<file path="src/rtl/inert_rd_seq.sv">
// Inertial sensor read sequencer: power-up wait, three config writes over SPI,
// then a low/high yaw-rate byte read on every data-ready interrupt.
//
// state    | meaning
// PWR_WAIT | counting out sensor power-up time
// CFG_W0   | first config write outstanding
// CFG_W1   | second config write outstanding
// CFG_W2   | third config write outstanding
// IDLE     | configured, waiting for interrupt or pending read
// RD_L     | yaw-rate low byte read outstanding
// RD_H     | yaw-rate high byte read outstanding
module inert_rd_seq #(
   parameter int unsigned PWR_W = 16,
   parameter logic [15:0] CFG0  = 16'h0D02,
   parameter logic [15:0] CFG1  = 16'h1160,
   parameter logic [15:0] CFG2  = 16'h1460
) (
   input  logic        clk,
   input  logic        rst_n,
   input  logic        INT,
   input  logic        done,
   input  logic [15:0] rd_data,
   output logic        wrt,
   output logic [15:0] wrt_data,
   output logic [15:0] yaw_rt,
   output logic        vld,
   output logic        cfg_done
);

   typedef enum logic [2:0] {
      PWR_WAIT = 3'd0,
      CFG_W0   = 3'd1,
      CFG_W1   = 3'd2,
      CFG_W2   = 3'd3,
      IDLE     = 3'd4,
      RD_L     = 3'd5,
      RD_H     = 3'd6
   } state_t;

   localparam logic [PWR_W-1:0] CNT_ONE = PWR_W'(1);

   state_t           r_state;
   state_t           w_state_nxt;
   logic [PWR_W-1:0] r_cnt;
   logic             r_int_s1;
   logic             r_int_s2;
   logic             r_int_s3;
   logic             r_pend;
   logic             r_wrt;
   logic [15:0]      r_wrt_data;
   logic [7:0]       r_yaw_l;
   logic [15:0]      r_yaw_rt;
   logic             r_vld;
   logic             r_cfg_done;

   logic             w_int_rise;
   logic             w_pwr_done;
   logic             w_xfer_done;
   logic             w_rd_start;
   logic             w_wrt_nxt;
   logic [15:0]      w_wrt_data_nxt;
   logic [7:0]       w_yaw_l_nxt;
   logic [15:0]      w_yaw_rt_nxt;
   logic             w_vld_nxt;
   logic             w_cfg_done_nxt;
   logic             w_pend_nxt;

   assign w_int_rise  = r_int_s2 & ~r_int_s3;
   assign w_pwr_done  = &r_cnt;
   // done in the wrt cycle is a leftover from the previous transaction
   assign w_xfer_done = done & ~r_wrt;
   assign w_rd_start  = w_int_rise | r_pend;

   always_ff @(posedge clk) begin
      if (!rst_n) begin
         r_state    <= PWR_WAIT;
         r_cnt      <= '0;
         r_int_s1   <= 1'b0;
         r_int_s2   <= 1'b0;
         r_int_s3   <= 1'b0;
         r_pend     <= 1'b0;
         r_wrt      <= 1'b0;
         r_wrt_data <= 16'h0000;
         r_yaw_l    <= 8'h00;
         r_yaw_rt   <= 16'h0000;
         r_vld      <= 1'b0;
         r_cfg_done <= 1'b0;
      end else begin
         r_state    <= w_state_nxt;
         if ((r_state == PWR_WAIT) && !w_pwr_done)
            r_cnt <= r_cnt + CNT_ONE;
         r_int_s1   <= INT;
         r_int_s2   <= r_int_s1;
         r_int_s3   <= r_int_s2;
         r_pend     <= w_pend_nxt;
         r_wrt      <= w_wrt_nxt;
         r_wrt_data <= w_wrt_data_nxt;
         r_yaw_l    <= w_yaw_l_nxt;
         r_yaw_rt   <= w_yaw_rt_nxt;
         r_vld      <= w_vld_nxt;
         r_cfg_done <= w_cfg_done_nxt;
      end
   end

   always_comb begin
      w_state_nxt = r_state;
      case (r_state)
         PWR_WAIT: if (w_pwr_done)  w_state_nxt = CFG_W0;
         CFG_W0:   if (w_xfer_done) w_state_nxt = CFG_W1;
         CFG_W1:   if (w_xfer_done) w_state_nxt = CFG_W2;
         CFG_W2:   if (w_xfer_done) w_state_nxt = IDLE;
         IDLE:     if (w_rd_start)  w_state_nxt = RD_L;
         RD_L:     if (w_xfer_done) w_state_nxt = RD_H;
         RD_H:     if (w_xfer_done) w_state_nxt = IDLE;
         default:                   w_state_nxt = PWR_WAIT;
      endcase
   end

   always_comb begin
      w_wrt_nxt      = 1'b0;
      w_wrt_data_nxt = r_wrt_data;
      w_yaw_l_nxt    = r_yaw_l;
      w_yaw_rt_nxt   = r_yaw_rt;
      w_vld_nxt      = 1'b0;
      w_cfg_done_nxt = r_cfg_done;
      // interrupts seen outside IDLE collapse into a single pending read
      w_pend_nxt     = (r_state == IDLE) ? 1'b0 : (r_pend | w_int_rise);
      case (r_state)
         PWR_WAIT: if (w_pwr_done) begin
            w_wrt_nxt      = 1'b1;
            w_wrt_data_nxt = CFG0;
         end
         CFG_W0: if (w_xfer_done) begin
            w_wrt_nxt      = 1'b1;
            w_wrt_data_nxt = CFG1;
         end
         CFG_W1: if (w_xfer_done) begin
            w_wrt_nxt      = 1'b1;
            w_wrt_data_nxt = CFG2;
         end
         CFG_W2: if (w_xfer_done) w_cfg_done_nxt = 1'b1;
         IDLE: if (w_rd_start) begin
            w_wrt_nxt      = 1'b1;
            w_wrt_data_nxt = 16'hA600;
         end
         RD_L: if (w_xfer_done) begin
            w_yaw_l_nxt    = rd_data[7:0];
            w_wrt_nxt      = 1'b1;
            w_wrt_data_nxt = 16'hA700;
         end
         RD_H: if (w_xfer_done) begin
            w_yaw_rt_nxt   = {rd_data[7:0], r_yaw_l};
            w_vld_nxt      = 1'b1;
         end
         default: ;
      endcase
   end

   assign wrt      = r_wrt;
   assign wrt_data = r_wrt_data;
   assign yaw_rt   = r_yaw_rt;
   assign vld      = r_vld;
   assign cfg_done = r_cfg_done;

endmodule

</file>
<file path="config.mk">
export PLATFORM = sky130hd
export DESIGN_NAME = inert_rd_seq
export DESIGN_NICKNAME = d
export VERILOG_FILES = /design/src/rtl/inert_rd_seq.sv
export SDC_FILE = /design/constraint.sdc
export NUM_CORES = 1
export LEC_CHECK = 0
export ABC_CLOCK_PERIOD_IN_PS = 2550
export BUFFER_PORTS_ARGS = -buffer_cell sky130_fd_sc_hd__buf_2
export CORE_ASPECT_RATIO = 0.7
export CORE_UTILIZATION = 30
export CTS_CLUSTER_SIZE = 12
export DETAILED_ROUTE_END_ITERATION = 16
export PLACE_DENSITY = 0.56
export SYNTH_ARGS = -nofsm -noshare
export SYNTH_HDL_FRONTEND = slang
export SYNTH_SLANG_ARGS = --single-unit
</file>
<file path="constraint.sdc">
create_clock -name clk -period 2.55 [get_ports clk]
set_clock_uncertainty 0.05 [all_clocks]
set_input_delay 0 -clock clk [delete_from_list [all_inputs] [get_ports clk]]
set_output_delay 0 -clock clk [all_outputs]
set_load 0.05 [all_outputs]
</file>
# Word level (Yosys, flattened, before mapping)
# Cells that the tools add are included.
[totals]
output_inout_bits = 35
wordCells = 62
ff_bits = 66
inputBits = 20
[op_classes]
mux = 17
reduce_logical = 14
bitwise_logic = 6
eq_ne = 12
n_addsub = 1
[op_table]
columns = ["op", "count"]
rows = [
  ["2-to-1 mux 16 bit", 5],
  ["one-hot mux 16 bit (5 select lines)", 1],
  ["2-to-1 mux 3 bit", 6],
  ["one-hot mux 3 bit (6 select lines)", 1],
  ["adder 16 x 1 -> 16 bit, second input constant", 1],
  ["AND reduction 16 bit", 1],
  ["AND reduction 6 bit", 2],
  ["inequality test 2 bit, second input constant", 5],
  ["== test 3 bit, second input constant", 3],
  ["AND reduction 2 bit", 4],
  ["== test 3 x 2 -> 1 bit, second input constant", 2],
  ["nonzero test 5 bit", 1],
  ["OR reduction 2 bit", 2],
  ["== test 3 x 1 -> 1 bit, second input constant", 1],
  ["logical NOT 3 bit", 1],
  ["2-to-1 mux 1 bit", 3],
  ["NOT 1 bit", 3],
  ["one-hot mux 1 bit (3 select lines)", 1],
  ["OR reduction 3 bit", 1],
  ["bitwise AND 1 bit", 2],
  ["inequality test 2 x 1 -> 1 bit, second input constant", 1],
  ["logical AND 1 bit", 1],
  ["logical NOT 1 bit", 1],
  ["OR 1 bit", 1],
]

# Longest topological paths before layout
[depth]
ltp_word = 5
mapped_depth = 7
ltp_nobuf = 6

# Least setup slack after synthesis
# Ideal clock, no wire load.
[synth_timing]
path_kind = "reg-to-reg"
from = "reg r_state[0]"
to = "reg r_cnt[15]"
stages_incl_launch_ff = 8
path_buffers = 2
required_ns = 2.430
setup_slack_ns = 0.327
period_less_slack_ns = 2.223
arrival_time_ns = 2.103
cell_sequence = "dfxtp_1 > buf_6 > or3_4 > buf_6 > or3_4 > a2111o_1 > or3_1 > a21oi_1"
[synth_between]
elab_chain_cells = 2
[synth_lines]
columns = ["element", "line_no", "source"]
rows = [
  ["from (decl)", "42", "state_t r_state;"],
  ["from (signal assigned)", "89", "r_state <= w_state_nxt;"],
  ["logical NOT 3 bit", "90", "if ((r_state == PWR_WAIT) && !w_pwr_done)"],
  ["logical AND 1 bit", "90", ""],
  ["to (signal assigned)", "91", "r_cnt <= r_cnt + CNT_ONE;"],
  ["to (decl)", "44", "logic [PWR_W-1:0] r_cnt;"],
]
# No other way between the ends.
# A chain may end at the register's enable or synchronous reset.

# Final worst setup path
[layout_timing]
from = "reg r_cnt[0]"
to = "reg r_wrt_data[13], in the netlist wrt_data[13]"
[layout_between]
elab_chain_cells = 3
[layout_lines]
columns = ["element", "line_no", "source"]
rows = [
  ["AND reduction 16 bit", "69", "assign w_pwr_done = &r_cnt;"],
  ["inequality test 2 bit (no source line)", "--", ""],
  ["AND reduction 6 bit (no source line)", "--", ""],
  ["to (signal assigned)", "97", "r_wrt_data <= w_wrt_data_nxt;"],
  ["to (decl)", "50", "logic [15:0] r_wrt_data;"],
]
# No other way between the ends.

==> flow_metrics.env <==
export IMPL_arrival_ns=2.51
export IMPL_grt_util_met3=0.03080
export IMPL_diodes=0
export IMPL_reg2reg_from="r_cnt[0]"
export IMPL_hp_class="in2reg"
export IMPL_fmax_mhz=426.3
export IMPL_coreArea_um2=7450
export IMPL_synthTopCellsByArea="dfxtp_1 (47%), nand2_1 (7.3%), nor2_1 (4.9%)"
export IMPL_ctsRootBufferMaster="clkbuf_8"
export IMPL_syn_area_per_cell_um2=8.471
export IMPL_postRouteAntennaNets=0
export IMPL_drt_pre_antenna_iters=4
export IMPL_drt_iter0_markers=89
export IMPL_synth_seq_area_share=0.4659
export IMPL_hold_ws_ns=0.1493
export IMPL_finalHoldViolations=0
export IMPL_die_w_um=108.1
export IMPL_num_rows=26
export IMPL_async_flop_share=0
export IMPL_synth_most_common_cell="dfxtp_1"
export IMPL_regArea_um2=1101
export IMPL_cts_tree="built"
export IMPL_ios=55
export IMPL_hold_depth=4
export IMPL_holdCritStartpoint="done"
export IMPL_setup_viol=0
export IMPL_clock_sinks=55
export IMPL_grt_ovfl_total=0
export IMPL_worstSetupPathType="reg2reg"
export IMPL_yosysTopAreaCellShare=0.4659
export IMPL_nFillCells=772
export IMPL_cellLeakagePower_uw=0.001113
export IMPL_ys_types=43
export IMPL_nets=344
export IMPL_place_ws_ns=0.2353
export IMPL_io_buffers=40
export IMPL_synth_area_um2=2364
export IMPL_status="finished clean"
export IMPL_postLayoutSetupSlackWorst_ns=0.2044
export IMPL_required_ns=2.71
export IMPL_antenna_found_initial=0
export IMPL_wire_per_inst_um=11.96
export IMPL_post_dp_cell_area_um2=2615
export IMPL_clk_path_buf_depth=2
export IMPL_r2r_slack_ns=0.20
export IMPL_die_h_um=76.26
export IMPL_reg2reg_depth=6
export IMPL_track_usage=0.1385
export IMPL_maxSlewHeadroom=0.4876
export IMPL_fin_area_um2=2813
export IMPL_synth_edff_count=0
export IMPL_multi_input_area_um2=1120
export IMPL_syn_inst=279
export IMPL_grt_pass1_vias=1899
export IMPL_initial_utilization=0.3173
export IMPL_worstMarginPinSlew_ns=0.7675
export IMPL_htree_levels=2
export IMPL_gr_usage_met2=0.2025
export IMPL_via_per_inst=4.550
export IMPL_finalPower_uw=1733
export IMPL_vias=1920
export IMPL_r2r_end="wrt_data[13]"
export IMPL_critPathLaunchType="flop"
export IMPL_drc=0
export IMPL_grt_max_degree=46
export IMPL_drv_cap=0
export IMPL_crit_path_max_fanout=4
export IMPL_grt_pass1_wl_um=9101
export IMPL_setup_tns_ns=0
export IMPL_globalRoute_busiestLayer="met2"
export IMPL_syn2layout_area_growth_pct=19.00
export IMPL_finalCritPeriodShare=0.9199
export IMPL_dp_hpwl_um=3529
export IMPL_place_congestion=0.8404
export IMPL_grt_met1_usage=0.2008
export IMPL_min_to="wrt_data[12]"
export IMPL_period_needed_ns=2.346
export IMPL_slew_viol_final=0
export IMPL_yosys_most_used_dff="dfxtp_1"
export IMPL_p_per_area_nw_per_um2=616.3
export IMPL_synth_common_cells="dfxtp_1 (55), nand2_1 (46), nor2_1 (31)"
export IMPL_rsz0062_at_grt="false"
export IMPL_clkTransAtPathRegs_ns=0.10
export IMPL_drt_total_wl_um=5049
export IMPL_clk_latency_ns=0.32
export IMPL_peakVddDrop_v=0.0002054
export IMPL_startpoint="r_cnt[0]"
export IMPL_yosysWarnings=0
export IMPL_cp_end_kind="flop"
export IMPL_numCtsBuffers=5
export IMPL_die_area_um2=8243
export IMPL_drive_gt1_frac=0.1944
export IMPL_synth_area_leader_cell="dfxtp_1"
export IMPL_synth_ff_latch_count=55
[how the worst max path moves through the flow]
stage / slack (ns) / endpoint / depth (start not counted)
3_5_place_dp: 0.24 / wrt_data[13] / 6
5_1_grt: 0.02 / r_state[0] / 6
3_3_place_gp: 0.30 / wrt_data[13] / 6
6_report: 0.20 / wrt_data[13] / 6
4_1_cts: 0.20 / wrt_data[13] / 6
2_1_floorplan: 0.33 / r_cnt[15] / 7
[metal layers]
metal	wire, µm	part of all wire	vias to the layer above
met4	68	0.013	0
met3	187	0.037	7
met2	2026	0.40	32
li1	-	-	1022
met5	0	0	-
met1	2766	0.55	859
[where the power goes]
group | leakage (µW) | total (µW) | internal, µW | switching [µW]
Combinational | 0.000618 | 295 | 101 | 194
Clock | 0.0000502 | 513 | 204 | 309
Sequential | 0.000444 | 925 | 895 | 30.3
[kinds of logic (layout without fill, tap and decap cells)]
kind of cell	count (synthesis)	in the layout	synth area share
xor+xnor	11	11	0.04077
simple gates	124	124	0.2467
fa+ha+maj	1	1	0.005293
mux	11	11	0.04659
flops	55	55	0.4659
buf+inv	29	69	0.07040
compound gates	47	47	0.1228
other cells	1	6	0.001587
[registers in the layout, summed over array words and instances, names as in the netlist]
name,count
yaw_rt,16
r_state,3
r_int_s2,1
r_cnt,16
r_yaw_l,8
wrt_data,5
vld,1
cfg_done,1
r_int_s3,1
r_pend,1
wrt,1
r_int_s1,1
[cells in the final DEF (no fill, tap or decap), types with 5 or more instances in the layout]
| cell | count |
|---|---|
| clkbuf_8 | 5 |
| nor3_1 | 5 |
| conb_1 | 6 |
| nand2b_1 | 5 |
| buf_4 | 8 |
| mux2i_1 | 11 |
| a21oi_1 | 22 |
| nand2_1 | 46 |
| xnor2_1 | 9 |
| and2_1 | 5 |
| buf_2 | 40 |
| dfxtp_1 | 55 |
| a211oi_1 | 7 |
| o21ai_0 | 6 |
| nand3_1 | 10 |
| dlygate4sd3_1 | 10 |
| nor2_1 | 31 |
[timing repair]
action,4_1_cts,5_1_grt
endpoints found under the hold margin,20,0
gates resized for setup,0,0
buffers inserted,0,0
hold buffers,10,0
[cell type report]
class / count / share of cell area
Multi-Input combinational cell: 200 / 0.3981
Timing Repair Buffer: 58 / 0.1281
Clock inverter: 3 / 0.01023
Clock buffer: 5 / 0.02447
Tap cell: 98 / 0.04359
Sequential cell: 55 / 0.3915
Inverter: 3 / 0.004004
[through the flow]
step           utilization  cells
2_1_floorplan            -    284
5_1_grt             0.3776    422
3_3_place_gp        0.3510    404
6_report            0.3776    422
3_5_place_dp        0.3510    404
4_1_cts             0.3776    422
[worst max-delay path, stage by stage (launching register included)]
cell,delay [ns]
dfxtp_1,0.41
ha_1,0.24
nand4_1,0.15
nor3_1,0.29
a21oi_1,0.20
or4_1,0.64
o221a_2,0.26
No activity file was read; power rests on OpenSTA's default activity.
